`src/rtl/cust_afu_sq_doorbell_arb_if.sv`:
```
// Doorbell stream from the SQ doorbell arbiter to the NVMe submit engine.
// The arbiter drives the master side. The submit engine drives the slave side.
interface cust_afu_sq_doorbell_arb_if #(
   parameter int unsigned CH_W   = 3,
   parameter int unsigned TAIL_W = 6
);
   logic              db_valid;
   logic              db_ready;
   logic [CH_W-1:0]   db_ch;
   logic [TAIL_W-1:0] db_tail;
   logic [TAIL_W-1:0] db_count;

   modport master (output db_valid, db_ch, db_tail, db_count, input db_ready);
   modport slave  (input db_valid, db_ch, db_tail, db_count, output db_ready);
endinterface

```
`src/rtl/cust_afu_sq_doorbell_arb.sv`:
```
// SQ tail change detector, coalescer and round-robin doorbell arbiter (axi4_mm_clk domain).
// Define SQ_DB_STATS_EN to add the per-channel issued-doorbell counters on db_issued_cnt.
module cust_afu_sq_doorbell_arb #(
   parameter int unsigned BE_CH       = 8,
   parameter int unsigned QUEUE_DEPTH = 64
) (
   input  logic                   axi4_mm_clk,
   input  logic                   axi4_mm_rst_n,
   input  logic [BE_CH-1:0][63:0] sq_tail_avmm,
   input  logic                   nvme_end_proc_avmm,
   cust_afu_sq_doorbell_arb_if.master db,
   output logic [BE_CH-1:0]       err_mask
`ifdef SQ_DB_STATS_EN
   ,
   output logic [BE_CH-1:0][31:0] db_issued_cnt
`endif
);
   localparam int unsigned TAIL_W = $clog2(QUEUE_DEPTH);
   localparam int unsigned CH_W   = (BE_CH > 1) ? $clog2(BE_CH) : 1;

   logic [BE_CH-1:0][TAIL_W-1:0] tail_lo_c;
   logic [BE_CH-1:0][TAIL_W-1:0] prev_q;
   logic [BE_CH-1:0][TAIL_W-1:0] last_q, last_d;
   logic [BE_CH-1:0][TAIL_W-1:0] pend_q, pend_d;
   logic [BE_CH-1:0]             pending_q, pending_d;
   logic [BE_CH-1:0]             err_q, err_d;
   logic [CH_W-1:0]              rr_q, rr_d;
   logic                         valid_q, valid_d;
   logic [CH_W-1:0]              ch_q, ch_d;
   logic [TAIL_W-1:0]            tail_q, tail_d;
   logic [TAIL_W-1:0]            count_q, count_d;
   logic                         gnt_vld_c;
   logic [CH_W-1:0]              gnt_ch_c;
   logic                         load_c;

   always_comb begin
      for (int ch = 0; ch < int'(BE_CH); ch++) begin
         tail_lo_c[ch] = sq_tail_avmm[ch][TAIL_W-1:0];
      end
   end

   // Scan downward from the farthest offset so the nearest pending channel at/after rr_q wins.
   always_comb begin
      int unsigned idx;
      idx       = 0;
      gnt_vld_c = 1'b0;
      gnt_ch_c  = '0;
      for (int i = int'(BE_CH) - 1; i >= 0; i--) begin
         idx = 32'(rr_q) + 32'(i);
         if (idx >= BE_CH) idx = idx - BE_CH;
         if (pending_q[idx]) begin
            gnt_vld_c = 1'b1;
            gnt_ch_c  = CH_W'(idx);
         end
      end
   end

   assign load_c = !valid_q || db.db_ready;

   always_comb begin
      logic [TAIL_W-1:0] ref_t;
      logic [TAIL_W:0]   diff;
      valid_d   = valid_q;
      ch_d      = ch_q;
      tail_d    = tail_q;
      count_d   = count_q;
      rr_d      = rr_q;
      pending_d = pending_q;
      pend_d    = pend_q;
      last_d    = last_q;
      err_d     = err_q;
      ref_t     = '0;
      diff      = '0;

      if (load_c) begin
         if (gnt_vld_c) begin
            if (pend_q[gnt_ch_c] >= last_q[gnt_ch_c])
               diff = {1'b0, pend_q[gnt_ch_c]} - {1'b0, last_q[gnt_ch_c]};
            else
               diff = {1'b0, pend_q[gnt_ch_c]} + (TAIL_W+1)'(QUEUE_DEPTH) - {1'b0, last_q[gnt_ch_c]};
            valid_d             = 1'b1;
            ch_d                = gnt_ch_c;
            tail_d              = pend_q[gnt_ch_c];
            count_d             = TAIL_W'(diff);
            pending_d[gnt_ch_c] = 1'b0;
            last_d[gnt_ch_c]    = pend_q[gnt_ch_c];
            rr_d = (gnt_ch_c == CH_W'(BE_CH - 1)) ? '0 : gnt_ch_c + CH_W'(1);
         end else if (db.db_ready) begin
            valid_d = 1'b0;
         end
      end

      // Accept runs after the grant so a same-edge accept re-arms the channel with the newer tail.
      for (int ch = 0; ch < int'(BE_CH); ch++) begin
         ref_t = pending_q[ch] ? pend_q[ch] : last_q[ch];
         if (!nvme_end_proc_avmm && (tail_lo_c[ch] == prev_q[ch])) begin
            if (sq_tail_avmm[ch] >= 64'(QUEUE_DEPTH)) begin
               err_d[ch] = 1'b1;
            end else if (tail_lo_c[ch] != ref_t) begin
               pending_d[ch] = 1'b1;
               pend_d[ch]    = tail_lo_c[ch];
            end
         end
      end

      if (nvme_end_proc_avmm) begin
         pending_d = '0;
         err_d     = '0;
         last_d    = '0;
         valid_d   = 1'b0;
         rr_d      = '0;
      end
   end

   always_ff @(posedge axi4_mm_clk or negedge axi4_mm_rst_n) begin
      if (!axi4_mm_rst_n) begin
         prev_q    <= '0;
         last_q    <= '0;
         pend_q    <= '0;
         pending_q <= '0;
         err_q     <= '0;
         rr_q      <= '0;
         valid_q   <= 1'b0;
         ch_q      <= '0;
         tail_q    <= '0;
         count_q   <= '0;
      end else begin
         prev_q    <= tail_lo_c;
         last_q    <= last_d;
         pend_q    <= pend_d;
         pending_q <= pending_d;
         err_q     <= err_d;
         rr_q      <= rr_d;
         valid_q   <= valid_d;
         ch_q      <= ch_d;
         tail_q    <= tail_d;
         count_q   <= count_d;
      end
   end

   assign db.db_valid = valid_q;
   assign db.db_ch    = ch_q;
   assign db.db_tail  = tail_q;
   assign db.db_count = count_q;
   assign err_mask    = err_q;

`ifdef SQ_DB_STATS_EN
   logic [BE_CH-1:0][31:0] issued_q;

   always_ff @(posedge axi4_mm_clk or negedge axi4_mm_rst_n) begin
      if (!axi4_mm_rst_n) begin
         issued_q <= '0;
      end else if (nvme_end_proc_avmm) begin
         issued_q <= '0;
      end else if (valid_q && db.db_ready) begin
         issued_q[ch_q] <= issued_q[ch_q] + 32'd1;
      end
   end

   assign db_issued_cnt = issued_q;
`endif
endmodule

```
`src/flat_wrapper.sv`:
```
// flat-port wrapper written by rule: the top's interface ports become plain ports
module cust_afu_sq_doorbell_arb_flat 
#(
   parameter int unsigned BE_CH       = 8,
   parameter int unsigned QUEUE_DEPTH = 64
)
  (axi4_mm_clk, axi4_mm_rst_n, sq_tail_avmm, nvme_end_proc_avmm, err_mask, db_db_valid, db_db_ch, db_db_tail, db_db_count, db_db_ready);
  cust_afu_sq_doorbell_arb_if #(.CH_W(3), .TAIL_W(6)) db_i ();
  input  logic axi4_mm_clk;
  input  logic axi4_mm_rst_n;
  input  logic [BE_CH-1:0][63:0] sq_tail_avmm;
  input  logic nvme_end_proc_avmm;
  output logic [BE_CH-1:0] err_mask;
  output wire logic [$bits(db_i.db_valid)-1:0] db_db_valid;
  output wire logic [$bits(db_i.db_ch)-1:0] db_db_ch;
  output wire logic [$bits(db_i.db_tail)-1:0] db_db_tail;
  output wire logic [$bits(db_i.db_count)-1:0] db_db_count;
  input wire logic [$bits(db_i.db_ready)-1:0] db_db_ready;
  assign db_db_valid = db_i.db_valid;
  assign db_db_ch = db_i.db_ch;
  assign db_db_tail = db_i.db_tail;
  assign db_db_count = db_i.db_count;
  assign db_i.db_ready = db_db_ready;
  cust_afu_sq_doorbell_arb #(.BE_CH(BE_CH), .QUEUE_DEPTH(QUEUE_DEPTH)) u_core (.axi4_mm_clk(axi4_mm_clk), .axi4_mm_rst_n(axi4_mm_rst_n), .sq_tail_avmm(sq_tail_avmm), .nvme_end_proc_avmm(nvme_end_proc_avmm), .db(db_i), .err_mask(err_mask));
endmodule
```
`config.mk`:
```
export PLATFORM = sky130hd
export DESIGN_NAME = cust_afu_sq_doorbell_arb_flat
export DESIGN_NICKNAME = d
export VERILOG_FILES = /design/src/rtl/cust_afu_sq_doorbell_arb_if.sv /design/src/rtl/cust_afu_sq_doorbell_arb.sv /design/src/flat_wrapper.sv
export SDC_FILE = /design/constraint.sdc
export NUM_CORES = 1
export LEC_CHECK = 0
export ABC_AREA = 1
export ABC_CLOCK_PERIOD_IN_PS = 6600
export BUFFER_PORTS_ARGS = -buffer_cell sky130_fd_sc_hd__buf_2
export CAP_MARGIN = 20
export CORE_AREA = 5 5 207 209
export CTS_BUF_LIST = sky130_fd_sc_hd__clkbuf_8
export DETAILED_ROUTE_END_ITERATION = 16
export DIE_AREA = 0 0 212 214
export SYNTH_ARGS = -nofsm -noshare
export SYNTH_HDL_FRONTEND = slang
export SYNTH_SLANG_ARGS = --single-unit
export TNS_END_PERCENT = 50
```
`constraint.sdc`:
```
create_clock -name axi4_mm_clk -period 6.6 [get_ports axi4_mm_clk]
set_input_delay 0.99 -clock axi4_mm_clk [delete_from_list [all_inputs] [get_ports axi4_mm_clk]]
set_output_delay 0.99 -clock axi4_mm_clk [all_outputs]
set_load 0.02 [all_outputs]
```
; Word level (Yosys, flattened, before mapping)
; Cells that the tools add are included.
[classes]
eq_ne = 17
bitwise = 10
shifts = 0
div = 0
mux = 113
addsub = 19
multipliers = 0
n_lt_le_gt_ge = 27
n_reduce_logical = 50
[ops]
columns = op, count
row1 = $ge A64 B7 Y1 const B, 8
row2 = $lt A32 B4 Y1 const B, 8
row3 = $mux W32, 8
row4 = $ge A32 B4 Y1 const B, 7
row5 = $sub A32 B4 Y32 const B, 7
row6 = $mux W48, 3
row7 = $mux W6, 12
row8 = $mux W1, 61
row9 = $bwmux W48, 1
row10 = $eq A6 B6 Y1, 8
row11 = $ne A6 B6 Y1, 8
row12 = $bmux W6 S3, 2
row13 = $mux W3, 12
row14 = $reduce_bool A2 Y1, 18
row15 = $mux W8, 4
row16 = $bmux W1 S3, 8
row17 = $reduce_and A3 Y1, 8
row18 = $reduce_and A2 Y1, 11
row19 = $demux W6 S3, 1
row20 = $add A3 B3 Y4 const B, 4
row21 = $sub A6 B6 Y6, 2
row22 = $logic_and A1 B1 Y1, 9
row23 = $add A3 B2 Y4 const B, 2
row24 = $and A8 B8 Y8, 1
row25 = other kinds (15), 23
[word_totals]
mem_count = 0
ram_bits = 0
latchBits = 0
reg_bits = 179
romBits = 0
input_bits = 516

; Depth between registers and ports, before layout
[logic_depth]
ltp_word = 25
ltp_mapped = 34
mapped_depth_nobuf = 30

; Worst setup path before layout
; OpenSTA, ideal clock, no wires.
[synth_path]
path_type = register -> register
startpoint = register u_core.rr_q[1]
endpoint = register u_core.count_q[5], in the netlist u_core.db.db_count[5]
t_arrival_ps = 3708
setup_ps = 118
slack_ps = 2774
path_stages_with_launch = 33
cell_sequence = dfrtp_1 -> buf_6 -> inv_4 -> ha_1 -> inv_2 -> nand3_1 -> nand3_1 -> nand2_2 -> inv_2 -> nand2_1 -> nand2_1 -> nand2_1 -> nand2_1 -> nand2_1 -> nand2_2 -> nand2_4 -> nand2_4 -> buf_6 -> buf_6 -> buf_2 -> o21ai_0 -> a22o_1 -> a221oi_1 -> ha_1 -> a21o_1 -> nand2_1 -> nand2_1 -> nand2_1 -> nand2_1 -> nand2_1 -> nand2_1 -> nand3_1 -> nand2_1
[synth_between]
elab_chain_len = 18
[synth_lines]
columns = item, line_no
row1 = start: declaration, cust_afu_sq_doorbell_arb.sv:27  ; logic [CH_W-1:0] rr_q, rr_d;
row2 = start signal: assignment, cust_afu_sq_doorbell_arb.sv:133  ; rr_q <= rr_d;
row3 = $add A3 B3 Y4, cust_afu_sq_doorbell_arb.sv:49  ; idx = 32'(rr_q) + 32'(i);
row4 = $sub A32 B4 Y32 / $ge A32 B4 Y1 (equally long branches), cust_afu_sq_doorbell_arb.sv:50  ; if (idx >= BE_CH) idx = idx - BE_CH;
row5 = $mux W32, cust_afu_sq_doorbell_arb.sv:50
row6 = $bmux W1 S3, cust_afu_sq_doorbell_arb.sv:51  ; if (pending_q[idx]) begin
row7 = $mux W1 (not written as such), cust_afu_sq_doorbell_arb.sv:51
row8 = $mux W3 (8 in a row), cust_afu_sq_doorbell_arb.sv:51
row9 = $bmux W6 S3, "cust_afu_sq_doorbell_arb.sv:77, cust_afu_sq_doorbell_arb.sv:78, cust_afu_sq_doorbell_arb.sv:80"
row10 = $mux W6 (not written as such), "cust_afu_sq_doorbell_arb.sv:77, cust_afu_sq_doorbell_arb.sv:78, cust_afu_sq_doorbell_arb.sv:80"
row11 = $add A6 B1 Y6, cust_afu_sq_doorbell_arb.sv:80  ; diff = {1'b0, pend_q[gnt_ch_c]} + (TAIL_W+1)'(QUEUE_DEPTH) - {1'b0, last_q[gnt_ch_c]};
row12 = $sub A6 B6 Y6, cust_afu_sq_doorbell_arb.sv:80
row13 = $mux W6, cust_afu_sq_doorbell_arb.sv:77  ; if (pend_q[gnt_ch_c] >= last_q[gnt_ch_c])
row14 = end signal: assignment, cust_afu_sq_doorbell_arb.sv:137  ; count_q <= count_d;
row15 = end: declaration, cust_afu_sq_doorbell_arb.sv:31  ; logic [TAIL_W-1:0] count_q, count_d;
; Parallel ways exist; a longest one is shown, timed or not. The select of a mux whose other input is x is not followed.
; A chain may end at the register's enable or synchronous reset.

; Worst setup path in the final report
[layout_path]
startpoint = register u_core.rr_q[0]
endpoint = register u_core.count_q[5], in the netlist u_core.db.db_count[5]
; The elaborated chain is that of the path after synthesis.

==> flow_metrics.tcl <==
set metrics [dict create \
    run_status "finished, final reports clean" \
    cts_buffer_depth 2 \
    route.detailed.drc 0 \
    post_route_cells_drive_above_1_share_pct 35.0 \
    design.final.nets 2387 \
    drt-vias-per-instance 4.77 \
    htreeDepth 4 \
    hpwl_microns 34600 \
    grt_overflow_total 0 \
    clkLatencyLatePin_ns 0.48 \
    static-leakage-power_nw 7.19 \
    die-width_microns 212 \
    critical_path.max_fanout 71 \
    post-synth-top-area-fraction_pct 42.0 \
    crit_top_cell "sky130_fd_sc_hd__nand2_1" \
    synth_async_sr_flop_share_pct 100 \
    tns_ns 0 \
    number_of_antenna_violations_at_the_first_check_in_global_routing 2 \
    drt_iter0_markers 684 \
    cts_setup_buffers 0 \
    place_worst_setup_slack_ns 1.85 \
    fp.dieArea_sq_um 45400 \
    detailedRoute.firstPassIterationCount 5 \
    final_cell_area_sq_um 14300 \
    power.ir.vdd_worst_v 0.000442 \
    setup_repair_after_global_routing_missed_its_margin "no" \
    cts_made_buffers 17 \
    post-route-worst-setup-slack_ns 1.80 \
    fillCellCount 4254 \
    post_synth_num_cell_types 49 \
    worstPathArrival_ns 5.17 \
    final_worst_path_period_share_pct 72.7 \
    hold_violations 0 \
    totalWireLength_microns 41900 \
    timing.reg2reg.setup_slack_ns 1.80 \
    postCtsResizedCells 0 \
    synth-edff-count 0 \
    worst_r2r_path_depth 28 \
    postSynthAreaPerCell_sq_um 7.97 \
    grt_first_pass_wirelength_microns 63100 \
    port_buffers 539 \
    rows 74 \
    first_global_vias 11600 \
    crit_slowest_cell "sky130_fd_sc_hd__dfrtp_1" \
    synth_top_flop_cell "sky130_fd_sc_hd__dfrtp_1" \
    period_needed_ns 4.80 \
    synth.net_count 1864 \
    clkTransAtPathRegs_ns 0.10 \
    clock_tree_from_tritoncts "done" \
    yosysSeqAreaShare_pct 42.0 \
    worst_r2r_endpoint "u_core.db.db_count[5]" \
    clock.fmax_mhz 209 \
    cts-root-buf "sky130_fd_sc_hd__clkbuf_8" \
    gr-usage-all-layers_pct 17.6 \
    synth_top_cells_by_area "sky130_fd_sc_hd__dfrtp_1 42%, sky130_fd_sc_hd__nand2_1 9.9%, sky130_fd_sc_hd__nor4_1 7.2%" \
    critical_path_class "flop to flop" \
    initial_core_util_pct 26.3 \
    design.core.area_sq_um 40600 \
    worst_r2r_startpoint "u_core.rr_q[0]" \
    start_kind "flop" \
    slew_viol_final 0 \
    timing.critical_path.required_ns 6.97 \
    ios 540 \
    worst-path-buf-inv 3 \
    routed_wire_length_per_instance_microns 17.4 \
    fin_worst_skew_ns 0.0208 \
    cellPowerDensity_nw_per_um2 392 \
    final-setup-viol-count 0 \
    delay_heaviest_family_cp "simple AND/OR/NAND/NOR gates" \
    synth_area_sq_um 10700 \
    final_estimated_routing_congestion_in_global_placement 0.961 \
    clock_sinks 179 \
    synthesis.instances 1340 \
    max-cap-violations 0 \
    worst_slew_margin_rel_pct 42.9 \
    timing.critical_path.to_type "flop" \
    die_height_microns 214 \
    ys_ff_latch 179 \
    worst_pin_slew_ns 0.856 \
    cts_hold_repair.buffers 0 \
    placed_cell_area_sq_um 13900 \
    synth_warnings 0 \
    drtAntennaViolNets 0 \
    vias 11500 \
    yosysTopAreaCell "sky130_fd_sc_hd__dfrtp_1" \
    holdCritPathClass "primary input to async pin" \
    area.growth.synth_to_final_pct 33.9 \
    grt_start_max_net_pins 72 \
    timing.critical_path.slowest_cell_delay_ns 0.62 \
]
how the worst max path moves through the flow:
stage                              start               endpoint  depth (start not counted)
final                     u_core.rr_q[0]  u_core.db.db_count[5]                         28
after global routing      u_core.rr_q[0]  u_core.db.db_count[5]                         28
after CTS                 u_core.rr_q[0]  u_core.db.db_count[5]                         28
after detailed placement  u_core.rr_q[0]  u_core.db.db_count[5]                         28
after global placement    u_core.rr_q[0]  u_core.db.db_count[4]                         27
after floorplan           u_core.rr_q[1]  u_core.db.db_count[5]                         32
cells in the mapped netlist (15+ instances only):
| cell | n |
|---|---|
| sky130_fd_sc_hd__o22ai_1 | 49 |
| sky130_fd_sc_hd__nand2_1 | 282 |
| sky130_fd_sc_hd__or2_2 | 20 |
| sky130_fd_sc_hd__o21ai_1 | 24 |
| sky130_fd_sc_hd__nand4_1 | 43 |
| sky130_fd_sc_hd__inv_1 | 138 |
| sky130_fd_sc_hd__nand3_1 | 68 |
| sky130_fd_sc_hd__inv_2 | 15 |
| sky130_fd_sc_hd__dfrtp_1 | 179 |
| sky130_fd_sc_hd__nor4_1 | 123 |
| sky130_fd_sc_hd__o21ai_0 | 110 |
| sky130_fd_sc_hd__xor2_1 | 59 |
| sky130_fd_sc_hd__nor2_1 | 61 |
| sky130_fd_sc_hd__clkbuf_1 | 23 |
cells by family after synthesis:
kind of cell | share of synthesized area [%]
mux | 2.39
flops | 42.0
buf+inv | 7.47
xor+xnor | 5.17
fa+ha+maj | 1.01
compound gates | 12.5
simple gates | 29.5
state kept, by name (all words and copies together), names as in the netlist:
| register | flops |
|---|---|
| u_core.db.db_ch | 3 |
| u_core.db.db_count | 6 |
| u_core.db.db_tail | 6 |
| u_core.db.db_valid | 1 |
| u_core.err_mask | 8 |
| u_core.last_q | 48 |
| u_core.pend_q | 48 |
| u_core.pending_q | 8 |
| u_core.prev_q | 48 |
| u_core.rr_q | 3 |
metal layers:
layer	global-route usage [%]	wire length, microns	vias up
met1	20.2	15700	5282
met2	32.8	22200	465
met4	5.05	1020	0
li1	-	-	5691
met5	0	0	-
met3	3.48	3000	55
cell usage in the layout, fill, tap and decap left out, types with 7 or more instances in the layout:
cell / synthesis / final
sky130_fd_sc_hd__o21ai_1: 24 / 24
sky130_fd_sc_hd__nand3_1: 68 / 68
sky130_fd_sc_hd__ha_1: 7 / 7
sky130_fd_sc_hd__nor2_1: 61 / 61
sky130_fd_sc_hd__inv_2: 15 / 15
sky130_fd_sc_hd__xor2_1: 59 / 59
sky130_fd_sc_hd__dfrtp_1: 179 / 179
sky130_fd_sc_hd__o21ai_0: 110 / 110
sky130_fd_sc_hd__buf_2: 8 / 538
sky130_fd_sc_hd__a21oi_1: 14 / 14
sky130_fd_sc_hd__inv_1: 138 / 140
sky130_fd_sc_hd__or2_2: 20 / 20
sky130_fd_sc_hd__o22ai_1: 49 / 49
sky130_fd_sc_hd__nand2_2: 11 / 11
sky130_fd_sc_hd__nand2_1: 282 / 282
sky130_fd_sc_hd__nor3_1: 11 / 11
sky130_fd_sc_hd__nand4_1: 43 / 43
sky130_fd_sc_hd__a22o_1: 13 / 13
sky130_fd_sc_hd__mux2_2: 14 / 14
sky130_fd_sc_hd__clkbuf_8: 0 / 18
sky130_fd_sc_hd__nor4_1: 123 / 123
power breakdown:
group / total (mW) / switching [mW] / leakage (nW) / internal (mW)
clock: 0.853 / 0.432 / 0.218 / 0.421
combinational: 3.49 / 2.40 / 4.61 / 1.08
sequential: 1.27 / 0.0623 / 2.36 / 1.21
stage by stage:
step	instances	power [mW]	hold WS [ns]	utilization (%)
after global routing	2409	6.05	0.492	35.2
final	2409	5.61	0.471	35.2
after global placement	2376	4.70	0.470	34.1
after floorplan	1340	3.82	0.468	-
after CTS	2407	5.63	0.473	35.2
after detailed placement	2376	4.77	0.472	34.1
layout make-up:
type,instances,area (sq um),area share (%)
flip-flops and latches,179,4480,31.3
well taps,532,666,4.66
inverters,155,584,4.09
diodes,2,5.00,0.0350
multi-input cells,967,5400,37.8
clock inverters,13,183,1.28
repair buffers,543,2730,19.1
clock buffers,18,248,1.73
worst reg2reg max path, delay by kind of cell, from the launching register on:
kind | cells | cell delay (ns)
flip-flops | 1 | 0.62
AO/OA/AOI/OAI | 4 | 1.04
adder cells (fa/ha/maj) | 2 | 0.75
AND/OR/NAND/NOR | 19 | 1.91
buffers and inverters | 3 | 0.40
Power figures use the tool's default switching activity.
